==> src/rtl/ps2_pkg.sv <==
`default_nettype none
// ============================================================================
// Module  : ps2_pkg
// Purpose : Shared types and constants for the PS/2 receive controller.
// Revision: 1.0
// ============================================================================
package ps2_pkg;

    typedef enum logic [1:0] {
        ST_IDLE   = 2'd0,
        ST_DATA   = 2'd1,
        ST_PARITY = 2'd2,
        ST_STOP   = 2'd3
    } ps2_state_e;

    localparam logic ADR_DATA   = 1'b0;
    localparam logic ADR_STATUS = 1'b1;

    localparam int STAT_READY = 0;
    localparam int STAT_FULL  = 1;
    localparam int STAT_OVF   = 2;
    localparam int STAT_PERR  = 3;
    localparam int STAT_FERR  = 4;

    // start + 8 data + parity + stop
    localparam int FRAME_BITS = 11;

    function automatic logic odd_parity_ok(input logic [7:0] data, input logic par);
        return ^{data, par};
    endfunction

endpackage
`default_nettype wire

==> src/rtl/ps2_sync_fifo.sv <==
`default_nettype none
// ============================================================================
// Module  : ps2_sync_fifo
// Purpose : Single-clock FIFO; push and pop may coincide at any occupancy.
// Revision: 1.0
// ============================================================================
module ps2_sync_fifo #(
    parameter int DEPTH = 16,
    parameter int WIDTH = 8
) (
    input  logic                     clk_i,
    input  logic                     rst_i,
    input  logic                     push_i,
    input  logic [WIDTH-1:0]         wdata_i,
    input  logic                     pop_i,
    output logic [WIDTH-1:0]         rdata_o,
    output logic                     empty_o,
    output logic                     full_o,
    output logic [$clog2(DEPTH):0]   count_o
);
    localparam int AW = $clog2(DEPTH);
    localparam int CW = AW + 1;

    logic [WIDTH-1:0] mem_q [DEPTH];
    logic [AW-1:0]    wr_ptr_q;
    logic [AW-1:0]    rd_ptr_q;
    logic [CW-1:0]    count_q;
    logic             do_push;
    logic             do_pop;

    assign empty_o = (count_q == '0);
    assign full_o  = (count_q == CW'(DEPTH));
    assign count_o = count_q;
    assign rdata_o = mem_q[rd_ptr_q];

    // A pop frees the slot the simultaneous push lands in when full.
    assign do_pop  = pop_i && !empty_o;
    assign do_push = push_i && (!full_o || do_pop);

    always_ff @(posedge clk_i) begin
        if (do_push) begin
            mem_q[wr_ptr_q] <= wdata_i;
        end
    end

    always_ff @(posedge clk_i or posedge rst_i) begin
        if (rst_i) begin
            wr_ptr_q <= '0;
            rd_ptr_q <= '0;
            count_q  <= '0;
        end else begin
            if (do_push) wr_ptr_q <= wr_ptr_q + AW'(1);
            if (do_pop)  rd_ptr_q <= rd_ptr_q + AW'(1);
            case ({do_push, do_pop})
                2'b10:   count_q <= count_q + CW'(1);
                2'b01:   count_q <= count_q - CW'(1);
                default: count_q <= count_q;
            endcase
        end
    end

endmodule
`default_nettype wire

==> src/rtl/ps2_rx_ctrl.sv <==
`default_nettype none
// ============================================================================
// Module  : ps2_rx_ctrl
// Purpose : PS/2 device-to-host receiver with FIFO and DATA/STATUS bus regs.
// Revision: 1.0
// ============================================================================
module ps2_rx_ctrl
    import ps2_pkg::*;
#(
    parameter int FIFO_DEPTH     = 16,
    parameter int TIMEOUT_CYCLES = 50000
) (
    input  logic       clk_i,
    input  logic       rst_i,
    input  logic       ps2_clock,
    input  logic       ps2_data,
    input  logic       cyc_i,
    input  logic       stb_i,
    input  logic       we_i,
    input  logic       adr_i,
    input  logic [7:0] dat_i,
    output logic [7:0] dat_o,
    output logic       ack_o,
    output logic       ready,
    output logic       irq_o
);
    localparam int TW = $clog2(TIMEOUT_CYCLES + 1);
    localparam int CW = $clog2(FIFO_DEPTH) + 1;

    logic clk_s1_q, clk_s2_q, clk_prev_q;
    logic dat_s1_q, dat_s2_q;
    logic fall_w;

    ps2_state_e    state_q;
    logic [2:0]    bit_cnt_q;
    logic [7:0]    shift_q;
    logic          parity_q;
    logic [TW-1:0] tmo_q;
    logic          push_q;
    logic [7:0]    push_data_q;
    logic          ferr_ev_q;
    logic          perr_ev_q;

    logic          ovf_q, perr_q, ferr_q;
    logic          ack_q;
    logic [7:0]    dat_o_q;

    logic          access_w, pop_w, clr_w, ovf_set_w;
    logic [7:0]    fifo_head;
    logic          fifo_empty, fifo_full;
    logic [CW-1:0] fifo_count;
    logic [7:0]    status_w;
    logic          unused_dat;

    // Synchronisers idle high so reset never fabricates a falling edge.
    always_ff @(posedge clk_i or posedge rst_i) begin
        if (rst_i) begin
            clk_s1_q   <= 1'b1;
            clk_s2_q   <= 1'b1;
            clk_prev_q <= 1'b1;
            dat_s1_q   <= 1'b1;
            dat_s2_q   <= 1'b1;
        end else begin
            clk_s1_q   <= ps2_clock;
            clk_s2_q   <= clk_s1_q;
            clk_prev_q <= clk_s2_q;
            dat_s1_q   <= ps2_data;
            dat_s2_q   <= dat_s1_q;
        end
    end

    assign fall_w = clk_prev_q & ~clk_s2_q;

    always_ff @(posedge clk_i or posedge rst_i) begin
        if (rst_i) begin
            state_q     <= ST_IDLE;
            bit_cnt_q   <= 3'd0;
            shift_q     <= 8'h00;
            parity_q    <= 1'b0;
            tmo_q       <= '0;
            push_q      <= 1'b0;
            push_data_q <= 8'h00;
            ferr_ev_q   <= 1'b0;
            perr_ev_q   <= 1'b0;
        end else begin
            push_q    <= 1'b0;
            ferr_ev_q <= 1'b0;
            perr_ev_q <= 1'b0;
            if (state_q == ST_IDLE) begin
                tmo_q <= '0;
                if (fall_w && !dat_s2_q) begin
                    state_q   <= ST_DATA;
                    bit_cnt_q <= 3'd0;
                    shift_q   <= 8'h00;
                end
            end else if (!fall_w) begin
                if (tmo_q == TW'(TIMEOUT_CYCLES - 1)) begin
                    state_q   <= ST_IDLE;
                    ferr_ev_q <= 1'b1;
                    tmo_q     <= '0;
                    bit_cnt_q <= 3'd0;
                    shift_q   <= 8'h00;
                end else begin
                    tmo_q <= tmo_q + TW'(1);
                end
            end else begin
                tmo_q <= '0;
                case (state_q)
                    ST_DATA: begin
                        shift_q   <= {dat_s2_q, shift_q[7:1]};
                        bit_cnt_q <= bit_cnt_q + 3'd1;
                        if (bit_cnt_q == 3'd7) state_q <= ST_PARITY;
                    end
                    ST_PARITY: begin
                        parity_q <= dat_s2_q;
                        state_q  <= ST_STOP;
                    end
                    default: begin
                        state_q     <= ST_IDLE;
                        ferr_ev_q   <= ~dat_s2_q;
                        perr_ev_q   <= ~odd_parity_ok(shift_q, parity_q);
                        push_q      <= dat_s2_q & odd_parity_ok(shift_q, parity_q);
                        push_data_q <= shift_q;
                    end
                endcase
            end
        end
    end

    ps2_sync_fifo #(
        .DEPTH (FIFO_DEPTH),
        .WIDTH (8)
    ) u_fifo (
        .clk_i   (clk_i),
        .rst_i   (rst_i),
        .push_i  (push_q),
        .wdata_i (push_data_q),
        .pop_i   (pop_w),
        .rdata_o (fifo_head),
        .empty_o (fifo_empty),
        .full_o  (fifo_full),
        .count_o (fifo_count)
    );

    assign access_w  = cyc_i & stb_i & ~ack_q;
    assign pop_w     = access_w & ~we_i & (adr_i == ADR_DATA) & ~fifo_empty;
    assign clr_w     = access_w & we_i & (adr_i == ADR_STATUS);
    assign ovf_set_w = push_q & fifo_full & ~pop_w;
    assign status_w  = {3'b000, ferr_q, perr_q, ovf_q, fifo_full, ready};
    assign unused_dat = ^{dat_i[7:5], dat_i[1:0]};

    always_ff @(posedge clk_i or posedge rst_i) begin
        if (rst_i) begin
            ack_q   <= 1'b0;
            dat_o_q <= 8'h00;
            ovf_q   <= 1'b0;
            perr_q  <= 1'b0;
            ferr_q  <= 1'b0;
        end else begin
            ack_q <= access_w;
            if (access_w && !we_i) begin
                if (adr_i == ADR_DATA) dat_o_q <= fifo_empty ? 8'h00 : fifo_head;
                else                   dat_o_q <= status_w;
            end
            // A set event in the same cycle as a clear keeps the flag.
            ovf_q  <= ovf_set_w | (ovf_q  & ~(clr_w & dat_i[STAT_OVF]));
            perr_q <= perr_ev_q | (perr_q & ~(clr_w & dat_i[STAT_PERR]));
            ferr_q <= ferr_ev_q | (ferr_q & ~(clr_w & dat_i[STAT_FERR]));
        end
    end

    assign ready = (fifo_count != '0);
    assign irq_o = ready | ovf_q | perr_q | ferr_q;
    assign dat_o = dat_o_q;
    assign ack_o = ack_q;

endmodule
`default_nettype wire

==> config.mk <==
export PLATFORM = sky130hd
export DESIGN_NAME = ps2_rx_ctrl
export DESIGN_NICKNAME = d
export VERILOG_FILES = /design/src/rtl/ps2_pkg.sv /design/src/rtl/ps2_sync_fifo.sv /design/src/rtl/ps2_rx_ctrl.sv
export SDC_FILE = /design/constraint.sdc
export NUM_CORES = 1
export LEC_CHECK = 0
export CAP_MARGIN = 20
export CORE_MARGIN = 4
export CORE_UTILIZATION = 35
export DETAILED_ROUTE_END_ITERATION = 6
export HOLD_SLACK_MARGIN = 0.02
export SLEW_MARGIN = 20
export SYNTH_ARGS = -nofsm -noshare
export SYNTH_HDL_FRONTEND = slang
export SYNTH_HIERARCHICAL = 1
export SYNTH_SLANG_ARGS = --single-unit
==> constraint.sdc <==
create_clock -name clk_i -period 5.6 [get_ports clk_i]
set_input_delay 0.84 -clock clk_i [delete_from_list [all_inputs] [get_ports clk_i]]
set_output_delay 0.84 -clock clk_i [all_outputs]
set_load 0.02 [all_outputs]
# Word level (Yosys, flattened, before mapping)
# Memory sizes are Yosys's and may differ from the RTL's.
# Index checks and enable logic that the tools add are counted.
[op_classes]
mux = 34
reduce_logical = 20
add_sub_neg = 6
bitwise = 36
eq_ne = 10
[ops]
columns = ["cell", "count"]
rows = [
  ["$mux 8", 7],
  ["$mux 16", 3],
  ["$and 1x1->1", 17],
  ["$add 16x1->16 const B", 1],
  ["$eq 16x16->1 const B", 1],
  ["$mux 3", 5],
  ["$not 1->1", 13],
  ["$mux 1", 12],
  ["$reduce_and 3->1", 4],
  ["$mux 2", 5],
  ["$pmux 5 s2", 1],
  ["$reduce_xor 9->1", 1],
  ["$add 4x1->4 const B", 2],
  ["$or 1x1->1", 6],
  ["$add 5x1->5 const B", 1],
  ["$eq 5x5->1 const B", 1],
  ["$logic_not 5->1", 1],
  ["$reduce_bool 5->1", 1],
  ["$sub 5x1->5 const B", 1],
  ["$eq 2x1->1 const B", 2],
  ["$eq 2x2->1 const B", 2],
  ["$logic_and 1x1->1", 4],
  ["$logic_not 1->1", 4],
  ["$ne 4x4->1 const B", 1],
  ["other kinds (10)", 10],
]
[word_totals]
ff_bits = 71
n_memories = 1
in_bits = 16
output_inout_bits = 11
ram_bits = 128
[memory_table]
columns = ["name", "words", "width", "read_ports", "rd_ports_with_merged_regs", "wr", "line", "source"]
rows = [
  ["u_fifo.mem_q", 16, 8, 1, 0, 1, "ps2_sync_fifo.sv:24", "logic [WIDTH-1:0] mem_q [DEPTH];"],
]

# Longest topological paths before layout
[depth]
word_depth = 10
mapped_depth = 12

# Cells and area by module
# Netlist, hierarchy kept.
[modules_own_cells]
columns = ["module", "instances", "cells_each", "area_each_um2", "seq_area_each_um2"]
rows = [
  ["ps2_sync_fifo", 1, 296, 5749.3, 4169.0],
  ["ps2_rx_ctrl", 1, 219, 2687.6, 1457.6],
]

# Worst setup path before layout
# No wires, ideal clock.
[synth_path]
path_kind = "input to register"
start = "in stb_i"
end = "reg u_fifo.count_q[4], in the netlist u_fifo/count_o[4]"
arrival_time_ps = 3180
stages = 11
slack_ps = 2334
setup_time_ps = 87
cell_sequence = "and3b_1 -> nand2b_1 -> clkbuf_1 -> nor3_2 -> o21ai_2 -> or2_2 -> fa_1 -> nand2b_1 -> a211o_1 -> o31a_1 -> o211ai_1"
[synth_via]
elab_chain_len = 10
[synth_rtl]
columns = ["element", "line", "source"]
rows = [
  ["start, declared", "ps2_rx_ctrl.sv:18", "input logic stb_i,"],
  ["$and 1x1->1 * (2 in series)", "ps2_rx_ctrl.sv:145", "assign access_w = cyc_i & stb_i & ~ack_q;"],
  ["$and 1x1->1 * (3 in series)", "ps2_rx_ctrl.sv:146", "assign pop_w = access_w & ~we_i & (adr_i == ADR_DATA) & ~fifo_empty;"],
  ["net pop_w", "ps2_rx_ctrl.sv:48", "logic access_w, pop_w, clr_w, ovf_set_w;"],
  ["$logic_and 1x1->1 *", "ps2_sync_fifo.sv:37", "assign do_pop = pop_i && !empty_o;"],
  ["$logic_or 1x1->1", "ps2_sync_fifo.sv:38", "assign do_push = push_i && (!full_o || do_pop);"],
  ["$logic_and 1x1->1", "ps2_sync_fifo.sv:38", ""],
  ["$eq 2x1->1 / $eq 2x2->1 (equally long branches)", "ps2_sync_fifo.sv:54", "case ({do_push, do_pop})"],
  ["$pmux 5 s2 / $reduce_bool 2->1 (equally long branches)", "--", ""],
  ["end signal, assigned", "ps2_sync_fifo.sv:55", "2'b10: count_q <= count_q + CW'(1);"],
  ["end signal, assigned", "ps2_sync_fifo.sv:56", "2'b01: count_q <= count_q - CW'(1);"],
  ["end signal, assigned", "ps2_sync_fifo.sv:57", "default: count_q <= count_q;"],
  ["end, declared", "ps2_sync_fifo.sv:27", "logic [CW-1:0] count_q;"],
]
# The timed path passes the listed nets; every way through them passes the cells marked *.
# A chain may end at the register's enable or synchronous reset.

# Final worst setup path
[layout_path]
start = "in stb_i"
end = "reg u_fifo.count_q[4], in the netlist u_fifo/count_o[4]"
[layout_via]
elab_chain_len = 10
[layout_rtl]
columns = ["element", "line"]
rows = [
  ["$and 1x1->1 * (2 in series)", "ps2_rx_ctrl.sv:145"],
  ["net access_w", "ps2_rx_ctrl.sv:48"],
  ["$and 1x1->1 * (3 in series)", "ps2_rx_ctrl.sv:146"],
  ["net pop_w", "ps2_rx_ctrl.sv:48"],
  ["$logic_and 1x1->1 *", "ps2_sync_fifo.sv:37"],
  ["$logic_or 1x1->1", "ps2_sync_fifo.sv:38"],
  ["$logic_and 1x1->1", "ps2_sync_fifo.sv:38"],
  ["$eq 2x1->1 / $eq 2x2->1 (equally long branches)", "ps2_sync_fifo.sv:54"],
  ["$pmux 5 s2 / $reduce_bool 2->1 (equally long branches)", "--"],
]
# Marks and branches as above.

==> results.sh <==
export IMPL_syn_area_sq_mm=0.00844
export IMPL_slew_headroom_pct=31.0
export IMPL_synth_fa_ha_area_share_pct=2.61
export IMPL_synth_async_reset_ratio_pct=35.7
export IMPL_p_sw_share_pct=30.1
export IMPL_ant_nets=0
export IMPL_insertion_delay_ns=0.43
export IMPL_r2r_cells=10
export IMPL_viasPerCell=5.00
export IMPL_cellPowerDensity_mw_per_mm2=419
export IMPL_dp_cells=838
export IMPL_cts_made_buffers=17
export IMPL_status="finished, final reports clean"
export IMPL_grtUsageMet2_pct=22.1
export IMPL_synthXorXnorAreaFrac_pct=3.17
export IMPL_final_util_pct=40.5
export IMPL_slew_viol_final=0
export IMPL_period_needed_ns=3.69
export IMPL_grt_max_degree=59
export IMPL_ys_seq_elements=199
export IMPL_globalRoute_totalOverflow=0
export IMPL_crit_type="primary input to flip-flop"
export IMPL_power_switching_mw=1.21
export IMPL_grt_pass1_vias=4684
export IMPL_mostFrequentLayoutCell="edfxtp_1"
export IMPL_internal_power_mw=2.80
export IMPL_netlist_area_leader_share_pct=45.6
export IMPL_tns_ns=0
export IMPL_post_cts_buffers=0
export IMPL_critPathMaxFanout=12
export IMPL_synth_edf_count=128
export IMPL_yosysTopAreaCell="edfxtp_1"
export IMPL_fp_dieH_microns=163
export IMPL_first_pass_iters=5
export IMPL_required_ns=5.93
export IMPL_critPathLaunch="stb_i"
export IMPL_fp_dieArea_sq_mm=0.0267
export IMPL_fin_crit_sh_pct=65.9
export IMPL_final_cell_mix="128 x edfxtp_1, 64 x dfrtp_1, 32 x mux4_2"
export IMPL_cp_end_kind="flip-flop"
export IMPL_dp_hpwl_microns=10800
export IMPL_drv_cap=0
export IMPL_final_cell_area_sq_mm=0.00956
export IMPL_cts_buffer_depth=2
export IMPL_skew_ns=0.0156
export IMPL_drc=0
export IMPL_totalPowerFinal_mw=4.01
export IMPL_use_met1_pct=17.2
export IMPL_syn_avg_cell_area_sq_um=16.4
export IMPL_synth_top_family_by_area="multiplexers"
export IMPL_busiest_layer="met2"
export IMPL_cts_hold_buf=0
export IMPL_io_pins=27
export IMPL_comb_power_share_pct=23.0
export IMPL_start_util_pct=35.7
export IMPL_ys_flop_type="edfxtp_1"
export IMPL_clock_sinks=199
export IMPL_cp_endpoint="u_fifo/count_o[4]$_DFFE_PP0P_"
export IMPL_ys_warn_count=6
export IMPL_drt_initial_drc_count=391
export IMPL_grt_pass1_wl_microns=26400
export IMPL_r2r_start="ack_o$_DFF_PP0_"
export IMPL_synth_area_top_cells="edfxtp_1 46%, dfrtp_1 20%, mux4_2 8.5%, ha_1 2.4%, xnor2_1 2.1%"
export IMPL_synth_area_mux_share_pct=10.6
export IMPL_yosys_area_share_simple_pct=9.73
export IMPL_antenna_found_initial=0
export IMPL_start_kind="primary input"
export IMPL_io_buffers=21
export IMPL_rsz0062_at_grt="no"
export IMPL_grt_total_usage_pct=13.2
export IMPL_nets=571
export IMPL_hold_violations=0
export IMPL_r2r_slack_ns=2.36
export IMPL_p_leak_nw=3.51
export IMPL_ctsRootBufferMaster="clkbuf_16"
export IMPL_syn_to_final_growth_pct=13.3
export IMPL_vias=4356
export IMPL_synth_compound_area_share_pct=5.41
export IMPL_r2r_end="u_fifo/count_o[4]$_DFFE_PP0P_"
export IMPL_cts_tree="done"
export IMPL_worstPathArrival_ns=4.02
export IMPL_worstMarginPinSlew_ns=1.04
export IMPL_drive_gt1_share_pct=18.3
export IMPL_core_area_sq_mm=0.0236
export IMPL_htreeDepth=4
export IMPL_wl_per_cell_microns=18.9
export IMPL_cts_repair_resized=0
export IMPL_finalNonFillerCells=871
export IMPL_routed_wl_microns=16400
export IMPL_synth_seq_area_share_pct=66.7
export IMPL_die_w_microns=163
export IMPL_min_delay_start="dat_s1_q$_DFF_PP1_"
export IMPL_max_freq_mhz=271
export IMPL_setup_viol=0
export IMPL_max_vdd_ir_drop_mv=0.263
export IMPL_cts_clk_slew_worst_paths_ns=0.07
export IMPL_synthesis_nets=548
export IMPL_grtUsageMet3_pct=2.98
export IMPL_dpl_cell_area_sq_mm=0.00896
export IMPL_rows=56
export IMPL_synth_distinct_cells=62
export IMPL_pwr_share_seq_pct=46.3
export IMPL_synthCells=515
export IMPL_routabilityCongestion=0.817
export IMPL_pwr_share_clk_pct=30.7
export IMPL_hold_class="flip-flop to flip-flop"
critical path, stage by stage:
cell and delay, ns:
clkdlybuf4s50_1 0.47, and3b_1 0.22, nand2b_1 0.23, nor3_2 0.60
o21ai_2 0.19, or2_2 0.34, fa_1 0.40, nand2b_1 0.18
a211o_1 0.28, o31a_1 0.11, o211ai_1 0.17
cell families (layout without fill, tap and decap cells):
| kind of cell | after synthesis | count (layout) |
|---|---|---|
| flip-flops | 199 | 199 |
| AND/OR/NAND/NOR | 134 | 134 |
| AO/OA/AOI/OAI | 58 | 58 |
| multiplexers | 48 | 48 |
| buffers and inverters | 30 | 66 |
| XOR/XNOR | 29 | 29 |
| adder cells (fa/ha/maj) | 17 | 17 |
| other | 0 | 1 |
layer usage:
metal  wire length, microns  vias to the layer above
li1                       -                     2036
met1                   7060                     2246
met2                   8500                       67
met3                    689                        7
met4                    176                        0
met5                      0                        -
power by group through the flow:
stage                     Sequential (mW)  Clock, mW  Combinational [mW]
after floorplan                      1.81          0               0.732
after global placement               1.88          0               0.917
after detailed placement             1.89          0               0.931
after CTS                            1.86       1.26               0.935
after global routing                 1.88       1.33                1.01
final                                1.86       1.23               0.922
worst min path at each step:
| stage | depth (start not counted) | slack [ns] | end |
|---|---|---|---|
| floorplan | 0 | 0.35 | clk_s2_q$_DFF_PP1_ |
| global placement | 0 | 0.35 | dat_s2_q$_DFF_PP1_ |
| detailed placement | 0 | 0.35 | dat_s2_q$_DFF_PP1_ |
| CTS | 0 | 0.36 | dat_s2_q$_DFF_PP1_ |
| global route | 0 | 0.36 | dat_s2_q$_DFF_PP1_ |
| finish | 0 | 0.36 | dat_s2_q$_DFF_PP1_ |
area by class of cell:
type	count	area [sq um]
Multi-Input combinational cell	286	2660
Antenna cell	1	2.50
Tap cell	319	399
Timing Repair Buffer	23	225
Inverter	11	41.3
Clock inverter	14	173
Fill cell	2142	14100
Sequential cell	199	5630
Clock buffer	18	429
Yosys cell counts (2+ instances only):
master,n
or4_1,2
dfrtp_1,66
and2_1,4
nor3_1,3
mux2_2,12
a22o_1,13
nor2_1,24
buf_4,2
buf_2,4
and3_1,19
buf_1,2
nor2_4,8
o211ai_1,2
ha_1,16
nor4_1,3
nand3_1,10
o2bb2ai_1,3
a221oi_1,5
xnor2_1,20
xor2_1,8
and4_1,3
a22oi_1,16
inv_1,11
nand2_1,21
a32o_1,2
nor2b_1,6
edfxtp_1,128
nor4bb_1,2
mux4_2,32
a21oi_1,5
dfstp_2,5
nand2b_1,8
nor2_2,2
mux2i_1,4
a21o_1,3
o21ai_0,2
nor3_2,2
clkbuf_1,9
nand4_1,5
sequential cells by signal, summed over array words and instances, names as in the netlist, 2 cells and up:
register	cells
bit_cnt_q	3
dat_o	8
push_data_q	8
shift_q	8
state_q	2
tmo_q	16
u_fifo/count_o	5
u_fifo/mem_q	128
u_fifo/rd_ptr_q	4
u_fifo/wr_ptr_q	4
through the flow:
| stage | setup WS (ns) | hold slack (ns) |
|---|---|---|
| CTS | 1.95 | 0.357 |
| global placement | 1.59 | 0.348 |
| detailed placement | 1.49 | 0.347 |
| global route | 1.68 | 0.360 |
| floorplan | 2.33 | 0.345 |
| finish | 1.91 | 0.356 |
Note: power is estimated with default switching activity, not from simulation.
